[src/rtl/pipe_decode_ctrl_if.sv]
// Handshake bundles around the decode control stage: IF/ID side and EX side.
interface pipe_decode_ctrl_id_if;
  logic       in_valid;
  logic       in_ready;
  logic [5:0] opcode;
  logic [5:0] func;

  modport master (output in_valid, opcode, func, input in_ready);
  modport slave  (input in_valid, opcode, func, output in_ready);
endinterface

interface pipe_decode_ctrl_ex_if #(parameter int ALUOP_W = 4);
  logic               out_valid;
  logic               ex_stall;
  logic [ALUOP_W-1:0] aluop;
  logic               alusrc;
  logic               regdst;
  logic               regwrite;
  logic               writemem;
  logic               readmem;
  logic               memtoreg;
  logic               shift;
  logic               branch;
  logic               md_start;
  logic               md_busy;
  logic               illegal;

  modport master (
    output out_valid, aluop, alusrc, regdst, regwrite,
    output writemem, readmem, memtoreg, shift, branch,
    output md_start, md_busy, illegal,
    input  ex_stall
  );
  modport slave (
    input  out_valid, aluop, alusrc, regdst, regwrite,
    input  writemem, readmem, memtoreg, shift, branch,
    input  md_start, md_busy, illegal,
    output ex_stall
  );
endinterface

[src/rtl/pipe_decode_ctrl.sv]
// Registered decode controller (control half of ID/EX) with HI/LO interlock.
// Define CTRL_MULDIV_EN to enable MULT/DIV/MFHI/MFLO and the busy counter.
module pipe_decode_ctrl #(
  parameter int ALUOP_W   = 4,
  parameter int MD_CYCLES = 32,
  parameter int CNT_W     = 8
) (
  input  logic clk,
  input  logic rst_n,
  input  logic flush,
  pipe_decode_ctrl_id_if.slave  id,
  pipe_decode_ctrl_ex_if.master ex
);

  if (MD_CYCLES < 1 || MD_CYCLES > 255 ||
      MD_CYCLES >= (1 << CNT_W)) begin : g_cfg_err
    $error("pipe_decode_ctrl: MD_CYCLES does not fit CNT_W");
  end

  localparam logic [ALUOP_W-1:0] A_NOP  = ALUOP_W'(0);
  localparam logic [ALUOP_W-1:0] A_ADD  = ALUOP_W'(1);
  localparam logic [ALUOP_W-1:0] A_ADDU = ALUOP_W'(2);
  localparam logic [ALUOP_W-1:0] A_SUB  = ALUOP_W'(3);
  localparam logic [ALUOP_W-1:0] A_SUBU = ALUOP_W'(4);
  localparam logic [ALUOP_W-1:0] A_AND  = ALUOP_W'(5);
  localparam logic [ALUOP_W-1:0] A_OR   = ALUOP_W'(6);
  localparam logic [ALUOP_W-1:0] A_NOR  = ALUOP_W'(7);
  localparam logic [ALUOP_W-1:0] A_SLT  = ALUOP_W'(8);
  localparam logic [ALUOP_W-1:0] A_SLL  = ALUOP_W'(9);
  localparam logic [ALUOP_W-1:0] A_SRL  = ALUOP_W'(10);
  localparam logic [ALUOP_W-1:0] A_SRA  = ALUOP_W'(11);

  typedef struct packed {
    logic [ALUOP_W-1:0] aluop;
    logic alusrc;
    logic regdst;
    logic regwrite;
    logic writemem;
    logic readmem;
    logic memtoreg;
    logic shift;
    logic branch;
    logic illegal;
  } ctrl_t;

  ctrl_t dec;
  ctrl_t held;
  logic  out_valid;
  logic  md_block;
  logic  cap;
  logic  xfer;

`ifdef CTRL_MULDIV_EN
  logic md_cls;
  logic mf_cls;
`endif

  always_comb begin
    dec = '0;
`ifdef CTRL_MULDIV_EN
    md_cls = 1'b0;
    mf_cls = 1'b0;
`endif
    unique case (id.opcode)
      6'h00: begin
        dec.regdst   = 1'b1;
        dec.regwrite = 1'b1;
        unique case (id.func)
          6'h20: dec.aluop = A_ADD;
          6'h21: dec.aluop = A_ADDU;
          6'h22: dec.aluop = A_SUB;
          6'h23: dec.aluop = A_SUBU;
          6'h24: dec.aluop = A_AND;
          6'h25: dec.aluop = A_OR;
          6'h27: dec.aluop = A_NOR;
          6'h2A: dec.aluop = A_SLT;
          6'h00: begin dec.aluop = A_SLL; dec.shift = 1'b1; end
          6'h02: begin dec.aluop = A_SRL; dec.shift = 1'b1; end
          6'h03: begin dec.aluop = A_SRA; dec.shift = 1'b1; end
`ifdef CTRL_MULDIV_EN
          6'h10, 6'h12: mf_cls = 1'b1;
          6'h18, 6'h1A: begin
            dec.regdst   = 1'b0;
            dec.regwrite = 1'b0;
            md_cls       = 1'b1;
          end
`endif
          default: begin
            dec         = '0;
            dec.illegal = 1'b1;
          end
        endcase
      end
      6'h08, 6'h09, 6'h0A, 6'h0C, 6'h0D: begin
        dec.alusrc   = 1'b1;
        dec.regwrite = 1'b1;
        unique case (id.opcode[2:0])
          3'h0:    dec.aluop = A_ADD;
          3'h1:    dec.aluop = A_ADDU;
          3'h2:    dec.aluop = A_SLT;
          3'h4:    dec.aluop = A_AND;
          default: dec.aluop = A_OR;
        endcase
      end
      6'h23: begin
        dec.aluop    = A_ADD;
        dec.alusrc   = 1'b1;
        dec.readmem  = 1'b1;
        dec.memtoreg = 1'b1;
        dec.regwrite = 1'b1;
      end
      6'h2B: begin
        dec.aluop    = A_ADD;
        dec.alusrc   = 1'b1;
        dec.writemem = 1'b1;
      end
      6'h04: begin
        dec.aluop  = A_SUB;
        dec.branch = 1'b1;
      end
      default: dec.illegal = 1'b1;
    endcase
  end

  assign xfer = out_valid && !ex.ex_stall;
  assign id.in_ready = !flush && (!out_valid || !ex.ex_stall) && !md_block;
  assign cap = id.in_valid && id.in_ready;

  always_ff @(posedge clk or negedge rst_n) begin
    if (!rst_n) begin
      out_valid <= 1'b0;
      held      <= '0;
    end else if (flush) begin
      out_valid <= 1'b0;
      held      <= '0;
    end else if (cap) begin
      out_valid <= 1'b1;
      held      <= dec;
    end else if (xfer) begin
      out_valid <= 1'b0;
    end
  end

`ifdef CTRL_MULDIV_EN
  logic             md_held;
  logic [CNT_W-1:0] cnt;

  always_ff @(posedge clk or negedge rst_n) begin
    if (!rst_n)
      md_held <= 1'b0;
    else if (flush)
      md_held <= 1'b0;
    else if (cap)
      md_held <= md_cls;
  end

  // Counter keeps running through flushes once an issue has happened.
  always_ff @(posedge clk or negedge rst_n) begin
    if (!rst_n)
      cnt <= '0;
    else if (ex.md_start)
      cnt <= CNT_W'(MD_CYCLES);
    else if (cnt != '0)
      cnt <= cnt - 1'b1;
  end

  assign ex.md_start = xfer && md_held && !flush;
  assign ex.md_busy  = (cnt != '0);
  assign md_block    = ex.md_busy && (md_cls || mf_cls);
`else
  assign ex.md_start = 1'b0;
  assign ex.md_busy  = 1'b0;
  assign md_block    = 1'b0;
`endif

  assign ex.out_valid = out_valid;
  assign ex.aluop     = held.aluop;
  assign ex.alusrc    = held.alusrc;
  assign ex.regdst    = held.regdst;
  assign ex.regwrite  = held.regwrite;
  assign ex.writemem  = held.writemem;
  assign ex.readmem   = held.readmem;
  assign ex.memtoreg  = held.memtoreg;
  assign ex.shift     = held.shift;
  assign ex.branch    = held.branch;
  assign ex.illegal   = held.illegal;

endmodule

[src/flat_wrapper.sv]
// flat-port wrapper written by rule: the top's interface ports become plain ports
module pipe_decode_ctrl_flat 
#(
  parameter int ALUOP_W   = 4,
  parameter int MD_CYCLES = 32,
  parameter int CNT_W     = 8
)
  (clk, rst_n, flush, id_in_valid, id_opcode, id_func, id_in_ready, ex_out_valid, ex_aluop, ex_alusrc, ex_regdst, ex_regwrite, ex_writemem, ex_readmem, ex_memtoreg, ex_shift, ex_branch, ex_md_start, ex_md_busy, ex_illegal, ex_ex_stall);
  pipe_decode_ctrl_id_if id_i ();
  pipe_decode_ctrl_ex_if #(.ALUOP_W(ALUOP_W)) ex_i ();
  input  logic clk;
  input  logic rst_n;
  input  logic flush;
  input wire logic [$bits(id_i.in_valid)-1:0] id_in_valid;
  input wire logic [$bits(id_i.opcode)-1:0] id_opcode;
  input wire logic [$bits(id_i.func)-1:0] id_func;
  output wire logic [$bits(id_i.in_ready)-1:0] id_in_ready;
  output wire logic [$bits(ex_i.out_valid)-1:0] ex_out_valid;
  output wire logic [$bits(ex_i.aluop)-1:0] ex_aluop;
  output wire logic [$bits(ex_i.alusrc)-1:0] ex_alusrc;
  output wire logic [$bits(ex_i.regdst)-1:0] ex_regdst;
  output wire logic [$bits(ex_i.regwrite)-1:0] ex_regwrite;
  output wire logic [$bits(ex_i.writemem)-1:0] ex_writemem;
  output wire logic [$bits(ex_i.readmem)-1:0] ex_readmem;
  output wire logic [$bits(ex_i.memtoreg)-1:0] ex_memtoreg;
  output wire logic [$bits(ex_i.shift)-1:0] ex_shift;
  output wire logic [$bits(ex_i.branch)-1:0] ex_branch;
  output wire logic [$bits(ex_i.md_start)-1:0] ex_md_start;
  output wire logic [$bits(ex_i.md_busy)-1:0] ex_md_busy;
  output wire logic [$bits(ex_i.illegal)-1:0] ex_illegal;
  input wire logic [$bits(ex_i.ex_stall)-1:0] ex_ex_stall;
  assign id_i.in_valid = id_in_valid;
  assign id_i.opcode = id_opcode;
  assign id_i.func = id_func;
  assign id_in_ready = id_i.in_ready;
  assign ex_out_valid = ex_i.out_valid;
  assign ex_aluop = ex_i.aluop;
  assign ex_alusrc = ex_i.alusrc;
  assign ex_regdst = ex_i.regdst;
  assign ex_regwrite = ex_i.regwrite;
  assign ex_writemem = ex_i.writemem;
  assign ex_readmem = ex_i.readmem;
  assign ex_memtoreg = ex_i.memtoreg;
  assign ex_shift = ex_i.shift;
  assign ex_branch = ex_i.branch;
  assign ex_md_start = ex_i.md_start;
  assign ex_md_busy = ex_i.md_busy;
  assign ex_illegal = ex_i.illegal;
  assign ex_i.ex_stall = ex_ex_stall;
  pipe_decode_ctrl #(.ALUOP_W(ALUOP_W), .MD_CYCLES(MD_CYCLES), .CNT_W(CNT_W)) u_core (.clk(clk), .rst_n(rst_n), .flush(flush), .id(id_i), .ex(ex_i));
endmodule
[config.mk]
export PLATFORM = sky130hd
export DESIGN_NAME = pipe_decode_ctrl_flat
export DESIGN_NICKNAME = d
export VERILOG_FILES = /design/src/rtl/pipe_decode_ctrl_if.sv /design/src/rtl/pipe_decode_ctrl.sv /design/src/flat_wrapper.sv
export SDC_FILE = /design/constraint.sdc
export NUM_CORES = 1
export LEC_CHECK = 0
export CORE_UTILIZATION = 38
export CTS_BUF_LIST = sky130_fd_sc_hd__clkbuf_16
export DETAILED_ROUTE_END_ITERATION = 16
export HOLD_SLACK_MARGIN = 0.05
export PLACE_DENSITY = 0.71
export SYNTH_ARGS = -nofsm -noshare
export SYNTH_HDL_FRONTEND = slang
export SYNTH_SLANG_ARGS = --single-unit
[constraint.sdc]
create_clock -name clk -period 2.89 [get_ports clk]
set_input_delay 0.578 -clock clk [delete_from_list [all_inputs] [get_ports clk]]
set_output_delay 0.578 -clock clk [all_outputs]
set_load 0.005 [all_outputs]
-- Word-level counts from Yosys, hierarchy flattened
Index checks and enable logic that the tools add are counted.
W data, S select, Z words.
- output and inout port bits: 17
- input bits: 17
- latch bits: 0
- memories kept: 0
- bits in read-only memories: 0
- bits in registers: 14
- bits in writable memories: 0
- shift operators: 0
- eq/ne operators: 21
- divide/modulo/power cells: 0
- muxes and demuxes: 19
- multiply operators: 0
- $add $sub $neg: 0
- bitwise logic cells: 0
- reduce and logical (&&, ||, !) cells: 19
- order comparisons: 0
- operator list (operator ; number):
    $eq A6 B6 Y1 const B ; 10
    $pmux W4 S11 ; 1
    $pmux W4 S4 ; 2
    $eq A6 B4 Y1 const B ; 5
    $mux W13 ; 2
    $eq A6 B2 Y1 const B ; 2
    $logic_not A6 Y1 ; 2
    $reduce_or A11 Y1 ; 1
    $pmux W1 S2 ; 5
    $reduce_or A8 Y1 ; 1
    $mux W1 ; 7
    $reduce_or A7 Y1 ; 1
    $eq A6 B3 Y1 const B ; 1
    $reduce_or A6 Y1 ; 1
    $mux W5 ; 1
    $reduce_or A5 Y1 ; 1
    $pmux W2 S2 ; 1
    $eq A3 B1 Y1 const B ; 1
    $eq A3 B2 Y1 const B ; 1
    $eq A3 B3 Y1 const B ; 1
    $logic_and A1 B1 Y1 ; 3
    $logic_not A1 Y1 ; 3
    $logic_not A3 Y1 ; 1
    $reduce_bool A3 Y1 ; 1
    other kinds (4) ; 4

-- Logic depth before layout (Yosys ltp)
Gate-level depths: netlist of run 1.
- depth in word-level cells: 6
- depth in mapped cells: 5
- mapped depth without buffers: 4

-- Least setup slack after synthesis of run 1
No wires, ideal clock.
- path type: input -> register
- start: in id_opcode[0]
- end: reg u_core.held, in the netlist u_core.ex.illegal
- stages: 4
- setup slack: 1.249 ns
- data required time: 2.768 ns
- buffers on the path: 1
- data arrival time: 1.519 ns
- library setup time: 0.122 ns
- cells stage by stage: buf_6 or3_1 a311o_1 o2bb2ai_1
- longest elaborated chain between the ends: 5
- RTL lines (element ; RTL line ; RTL):
    from (decl) ; flat_wrapper.sv:15 ; input wire logic [$bits(id_i.opcode)-1:0] id_opcode;
    $eq A6 B4 Y1 (tied with other cells) ; pipe_decode_ctrl.sv:64 ; unique case (id.opcode)
    $reduce_or A8 Y1 (no line) ; n/a ;
    $pmux W1 S2 * ; pipe_decode_ctrl.sv:64 ;
    $mux W13 * ; pipe_decode_ctrl.sv:136 ; end else if (cap) begin
    $mux W13 * ; pipe_decode_ctrl.sv:133 ; end else if (flush) begin
    to (signal assigned) ; pipe_decode_ctrl.sv:132 ; held <= '0;
    to (signal assigned) ; pipe_decode_ctrl.sv:135 ; held <= '0;
    to (signal assigned) ; pipe_decode_ctrl.sv:138 ; held <= dec;
    to (decl) ; pipe_decode_ctrl.sv:47 ; ctrl_t held;
Every way passes the cells marked *; elsewhere a longest branch is shown, timed or not. The select of a mux whose other input is x is not followed.
A chain may end at the register's enable or synchronous reset.

-- Worst setup path after layout of run 1
- start: in flush
- end: out id_in_ready
- longest elaborated chain between the ends: 2
- RTL lines (element ; RTL line ; RTL):
    from (decl) ; flat_wrapper.sv:13 ; input logic flush;
    $logic_not A1 Y1 ; pipe_decode_ctrl.sv:126 ; assign id.in_ready = !flush && (!out_valid || !ex.ex_stall) && !md_block;
    $logic_and A1 B1 Y1 ; pipe_decode_ctrl.sv:126 ;
    to (decl) ; flat_wrapper.sv:17 ; output wire logic [$bits(id_i.in_ready)-1:0] id_in_ready;
No other way between the ends.

==> results of run 1 <==
metal layers:
layer	GRT usage [%]	vias up	routed length [µm]
met3	3.086	4	106
met1	23.53	394	981
met5	0	-	0
met4	11.43	0	48
met2	30.00	33	991
li1	-	444	-
cells by family (layout without fill, tap and decap cells):
family,count (synthesis),after routing,share of synthesized area [%]
DFF,13,13,37.04
muxes,1,1,1.140
buffers and inverters,12,40,7.406
xor gates and xnor gates,1,1,0.9973
adders and majority gates,1,1,1.140
AOI/OAI and AO/OA,31,31,24.79
other,1,2,0.4269
and+or+nand+nor,45,45,27.07
per-stage QoR:
step           setup slack [ps]  cell area, µm²  std cells  util (%)  hold WS (ps)
5_1_grt                   560.9            1260        162     57.51         522.2
4_1_cts                   592.8            1260        162     57.51         487.5
2_1_floorplan              1249           882.1        106         -         282.4
3_5_place_dp              600.2            1181        158     53.91         479.1
3_3_place_gp              634.8            1181        158     53.91         486.8
6_report                  602.5            1260        162     57.51         483.3
how the worst min path moves through the flow:
stage / endpoint / startpoint
6_report: u_core.ex.aluop[2] / u_core.ex.aluop[2]
5_1_grt: u_core.ex.aluop[2] / u_core.ex.aluop[2]
4_1_cts: u_core.ex.aluop[0] / u_core.ex.aluop[0]
3_5_place_dp: u_core.ex.aluop[0] / u_core.ex.aluop[0]
3_3_place_gp: u_core.ex.aluop[0] / u_core.ex.aluop[0]
2_1_floorplan: u_core.ex.aluop[0] / rst_n
power by group:
part / switching, µW / internal (µW)
registers: 2.26 / 186
clock network: 69.9 / 182
logic: 47.5 / 44.2
worst max-delay path, stage by stage:
cell and delay (ps):
clkdlybuf4s50_1 470, a21oi_1 140, clkdlybuf4s50_1 520
cells in the final DEF (no fill, tap or decap), drive strengths merged, types with 2 or more instances in the layout:
master         netlist  layout
a21oi                6       6
a31oi                3       3
clkbuf               2       3
clkdlybuf4s50        0      31
conb                 1       2
dfrtp               13      13
inv                  5       6
nand2               11      11
nand2b               2       2
nand3                9       9
nand4                2       2
nor2                 8       8
nor2b                3       3
nor3                 2       2
o21ai                7       7
or3                  2       2
state kept, by name, summed over array words and instances, names as in the netlist:
register	cells
u_core.ex.branch	1
u_core.ex.regdst	1
u_core.ex.shift	1
u_core.ex.illegal	1
u_core.ex.aluop	4
u_core.ex.readmem	1
u_core.ex.writemem	1
u_core.ex.alusrc	1
u_core.ex.regwrite	1
u_core.ex.out_valid	1
Yosys cell counts, drive strengths merged (3+ instances only):
| master | number | area share (%) |
|---|---|---|
| nor2 | 8 | 3.4 |
| nand2 | 11 | 4.7 |
| nand3 | 9 | 5.7 |
| a31oi | 3 | 2.1 |
| dfrtp | 13 | 37 |
| buf | 5 | 4.4 |
| a21oi | 6 | 3.4 |
| inv | 5 | 2.1 |
| o21ai | 7 | 4.0 |
| nor2b | 3 | 2.1 |
area by class of cell:
type | count | share of cell area [%]
clock buffer | 3 | 5.958
clock inverter | 1 | 0.2979
inverter | 5 | 1.490
multi-input combinational | 81 | 39.03
sequential | 13 | 25.82
tap | 28 | 2.781
timing repair buffer | 31 | 24.63
==> flow_summary_export.csv, run 1 <==
group,metric,value,unit
outcome,status,"complete, no violations",
synthesis,yosys_warnings,0,
floorplanning,start_util,40.09,%
placement,dp_hpwl,1649,µm
floorplanning,dieArea,2508,µm²
sta,hold_violations,0,
power_and_ir_drop,cellLeakagePower,0.0005029,µW
setup_path,timing.rr.end,"u_core.ex.illegal",
cts,max-clock-path-buffers,2,
layout,syn2layout_area_growth,43.45,%
layout,multi_input_area,491.7,µm²
routing,drt_wl_total,2128,µm
power_and_ir_drop,irDropWorstVdd,0.2537,mV
synthesis,synth_ff_type,"dfrtp_1",
sta,final.period_utilization,79.15,%
cts,cts_buffers,3,
floorplanning,fp.dieW,50.08,µm
synthesis,synth_cell_types,46,
cts,cts.clk_slew.worst_paths,40,ps
synthesis,synth_area_per_cell,8.365,µm²
synthesis,synth_edf_count,0,
setup_path,cp-start-kind,"primary input",
synthesis,ys_seq_elements,13,
placement,io_buffers,31,
sta,tns,0,ps
routing,vias_per_cell,5.401,
layout,diodes,0,
setup_path,crit_path_end,"id_in_ready",
layout,drive_above_1_share,5.224,%
job,max-cap-violations,0,
worst_hold_path,whs_path_depth,2,
setup_path,endpoint_kind,"primary output",
routing,drt_pass1_iterations,4,
synthesis,synthArstFlopShare,100.0,%
setup_path,r2r_setup_slack,1370,ps
cts,hold_buffers,0,
setup_path,critPathLaunch,"flush",
global_route,grt_util_all_layers,18.87,%
setup_path,cp.required,2310,ps
sta,timing.fmax,437.2,MHz
routing,wl_per_cell,13.14,µm
synthesis,yosysSeqAreaShare,37.04,%
sta,rsz0062_at_grt,"false",
setup_path,worstSetupPathType,"primary input to primary output",
setup_path,cp.arrival,1710,ps
sta,final-setup-viol-count,0,
sta,min_period,2287,ps
cts,insertion_delay,240,ps
routing,ant_nets,0,
placement,place.gp.congestion,0.8971,
routing,num_vias,875,
sta,tightestPinTransition,585.6,ps
floorplanning,row_count,17,
sta,relSlewSlack,60.84,%
synthesis,synthesis.area,878.3,µm²
cts,cts_root_buffer,"clkbuf_16",
setup_path,rr_worst_depth,4,
sta,finClkSkew,1.829,ps
cts,h-tree-depth,1,
floorplanning,num_io_pins,34,
cts,clock_sinks,13,
worst_hold_path,hold_path.class,"flop to flop",
global_route,grt_pass1_vias,822,
floorplanning,coreArea,2191,µm²
global_route,grt_overflow,0,
global_route,grt_pass1_wl,3560,µm
global_route,grt_max_degree,18,
power_and_ir_drop,p_per_area,422.1,nW/µm²
routing,drtIter0Drc,11,
setup_path,cp_max_fo,4,
synthesis,synthCells,105,
setup_path,r2r-start,"u_core.ex.out_valid",
global_route,antenna_found_initial,0,
cts,cts_tree,"yes",
layout,finalNetCount,152,
power_and_ir_drop,p_total,531.8,µW
layout,num-fill-cells,209,
floorplanning,die_h,50.08,µm
cts,ctsResizeCount,0,
layout,regArea,325.3,µm²
sta,maxSlewViolCount,0,
routing,remaining_drc_errors,0,
cts,postCtsSetupBuffers,0,
Note: power is estimated with default switching activity, not from simulation.
==> run 2: changes to the inputs <==
- PLACE_DENSITY: 0.71 -> 0.74
- clock period: 2.89 -> 2 ns (I/O delays scaled with it)
==> run 2 against run 1 <==
Cell count grew 7.4%; highest routed layer unchanged; first-iteration DRC count grew to 2.5 times the previous value; sequential cell count stayed put; critical endpoint unchanged; power up 48%; utilization up 4.1 points.
==> flow_summary_export.csv, run 2 (synthesis results as in run 1) <==
group,metric,value,unit
worst_hold_path,whs_path_depth,2,
power_and_ir_drop,cellLeakagePower,0.0005595,µW
placement,dp_cells,170,
sta,tightestPinTransition,575.6,ps
setup_path,worstSetupPathType,"primary input to primary output",
setup_path,rr_worst_depth,4,
sta,timing.final.ws_setup,79.77,ps
sta,rsz0062_at_grt,"false",
placement,dp_hpwl,1918,µm
cts,h-tree-depth,1,
layout,largest_reg_flops,4,
job,max-cap-violations,0,
placement,post-place-ws,68.59,ps
global_route,grt_max_degree,15,
setup_path,r2r-start,"u_core.ex.out_valid",
layout,final_area,1350,µm²
cts,clock_sinks,13,
cts,max-clock-path-buffers,2,
sta,final.period_utilization,96.01,%
worst_hold_path,hold-path-endpoint,"u_core.ex.aluop[0]",
layout,final_common_cell,"clkdlybuf4s50_1",
power_and_ir_drop,irDropWorstVdd,0.4250,mV
setup_path,endpoint_kind,"primary output",
placement,io_buffers,31,
cts,cts.clk_slew.worst_paths,40,ps
sta,tns,0,ps
routing,drt_pass1_iterations,5,
worst_hold_path,min_from,"u_core.ex.aluop[0]",
layout,drive_above_1_share,13.01,%
sta,min_period,1920,ps
floorplanning,die_h,50.08,µm
routing,wl_per_cell,13.93,µm
setup_path,cp-start-kind,"primary input",
routing,drtIter0Drc,28,
floorplanning,coreArea,2191,µm²
setup_path,timing.rr.end,"u_core.ex.readmem",
setup_path,cp_max_fo,4,
global_route,grt_pass1_vias,906,
routing,drt_wl_total,2424,µm
cts,hold_buffers,0,
sta,hold_violations,0,
worst_hold_path,hold_path.class,"flop to flop",
placement,place.gp.congestion,0.9252,
cts,cts_root_buffer,"clkbuf_16",
routing,ant_nets,0,
cts,postCtsSetupBuffers,0,
sta,finClkSkew,0.8379,ps
global_route,grt_overflow,0,
cts,ctsResizeCount,0,
layout,finalNetCount,164,
cts,cts_buffers,3,
outcome,status,"complete, no violations",
sta,relSlewSlack,61.51,%
floorplanning,row_count,17,
layout,instances_no_fill,174,
power_and_ir_drop,p_per_area,582.4,nW/µm²
layout,diodes,0,
global_route,antenna_found_initial,0,
global_route,grt_pass1_wl,3953,µm
setup_path,cp.arrival,1520,ps
floorplanning,num_io_pins,34,
cts,cts_tree,"yes",
placement,post_dp_cell_area,1271,µm²
sta,final-setup-viol-count,0,
sta,maxSlewViolCount,0,
sta,hold_slack,491.7,ps
sta,timing.fmax,520.8,MHz
routing,num_vias,969,
routing,vias_per_cell,5.569,
setup_path,cp.required,1600,ps
global_route,grt_util_all_layers,20.71,%
routing,remaining_drc_errors,0,
layout,layout_common_cells,"clkdlybuf4s50_1, dfrtp_1, buf_4",
cts,insertion_delay,240,ps
floorplanning,fp.dieW,50.08,µm
floorplanning,dieArea,2508,µm²
layout,syn2layout_area_growth,53.70,%
floorplanning,start_util,40.09,%
setup_path,r2r_setup_slack,690,ps
==> run 2: where the power goes <==
| group | leakage, µW | internal [µW] | switching [µW] |
|---|---|---|---|
| registers | 0.000179 | 269 | 3.65 |
| logic | 0.000339 | 78.2 | 73.8 |
| clock network | 0.0000423 | 263 | 98.9 |
==> run 2: metal layers <==
layer  vias to the layer above  share of wire [%]  global-route usage [%]
met5                         -                  0                       0
met4                         0                1.7                   11.43
met3                         4                4.9                       0
met2                        40                 48                   34.67
met1                       458                 45                   26.91
li1                        467                  -                       -
==> run 2: area by class of cell <==
class	count	area (µm²)
inverter	5	18.77
sequential	13	325.3
clock buffer	3	75.07
fill	178	840.8
multi-input combinational	81	491.7
clock inverter	1	3.754
tap	28	35.03
timing repair buffer	43	400.4
==> run 2: worst max-delay path by stage <==
| stage | from | endpoint | slack [ps] |
|---|---|---|---|
| 5_1_grt | flush | id_in_ready | 40 |
| 4_1_cts | flush | id_in_ready | 80 |
| 2_1_floorplan | id_opcode[0] | u_core.ex.illegal | 540 |
| 3_5_place_dp | id_opcode[0] | u_core.ex.illegal | 70 |
| 3_3_place_gp | id_opcode[5] | u_core.ex.aluop[0] | 70 |
| 6_report | flush | id_in_ready | 80 |
==> run 2: worst max-delay path, stage by stage <==
cell and delay [ps]:
clkdlybuf4s50_1 470, a21oi_1 140, clkdlybuf4s50_1 510
==> run 2: stage by stage <==
stage / utilization (%) / total power [µW]
2_1_floorplan: - / 340.3
6_report: 61.62 / 786.3
3_5_place_dp: 58.02 / 426.8
5_1_grt: 61.62 / 818.1
4_1_cts: 61.62 / 792.0
3_3_place_gp: 58.02 / 423.2
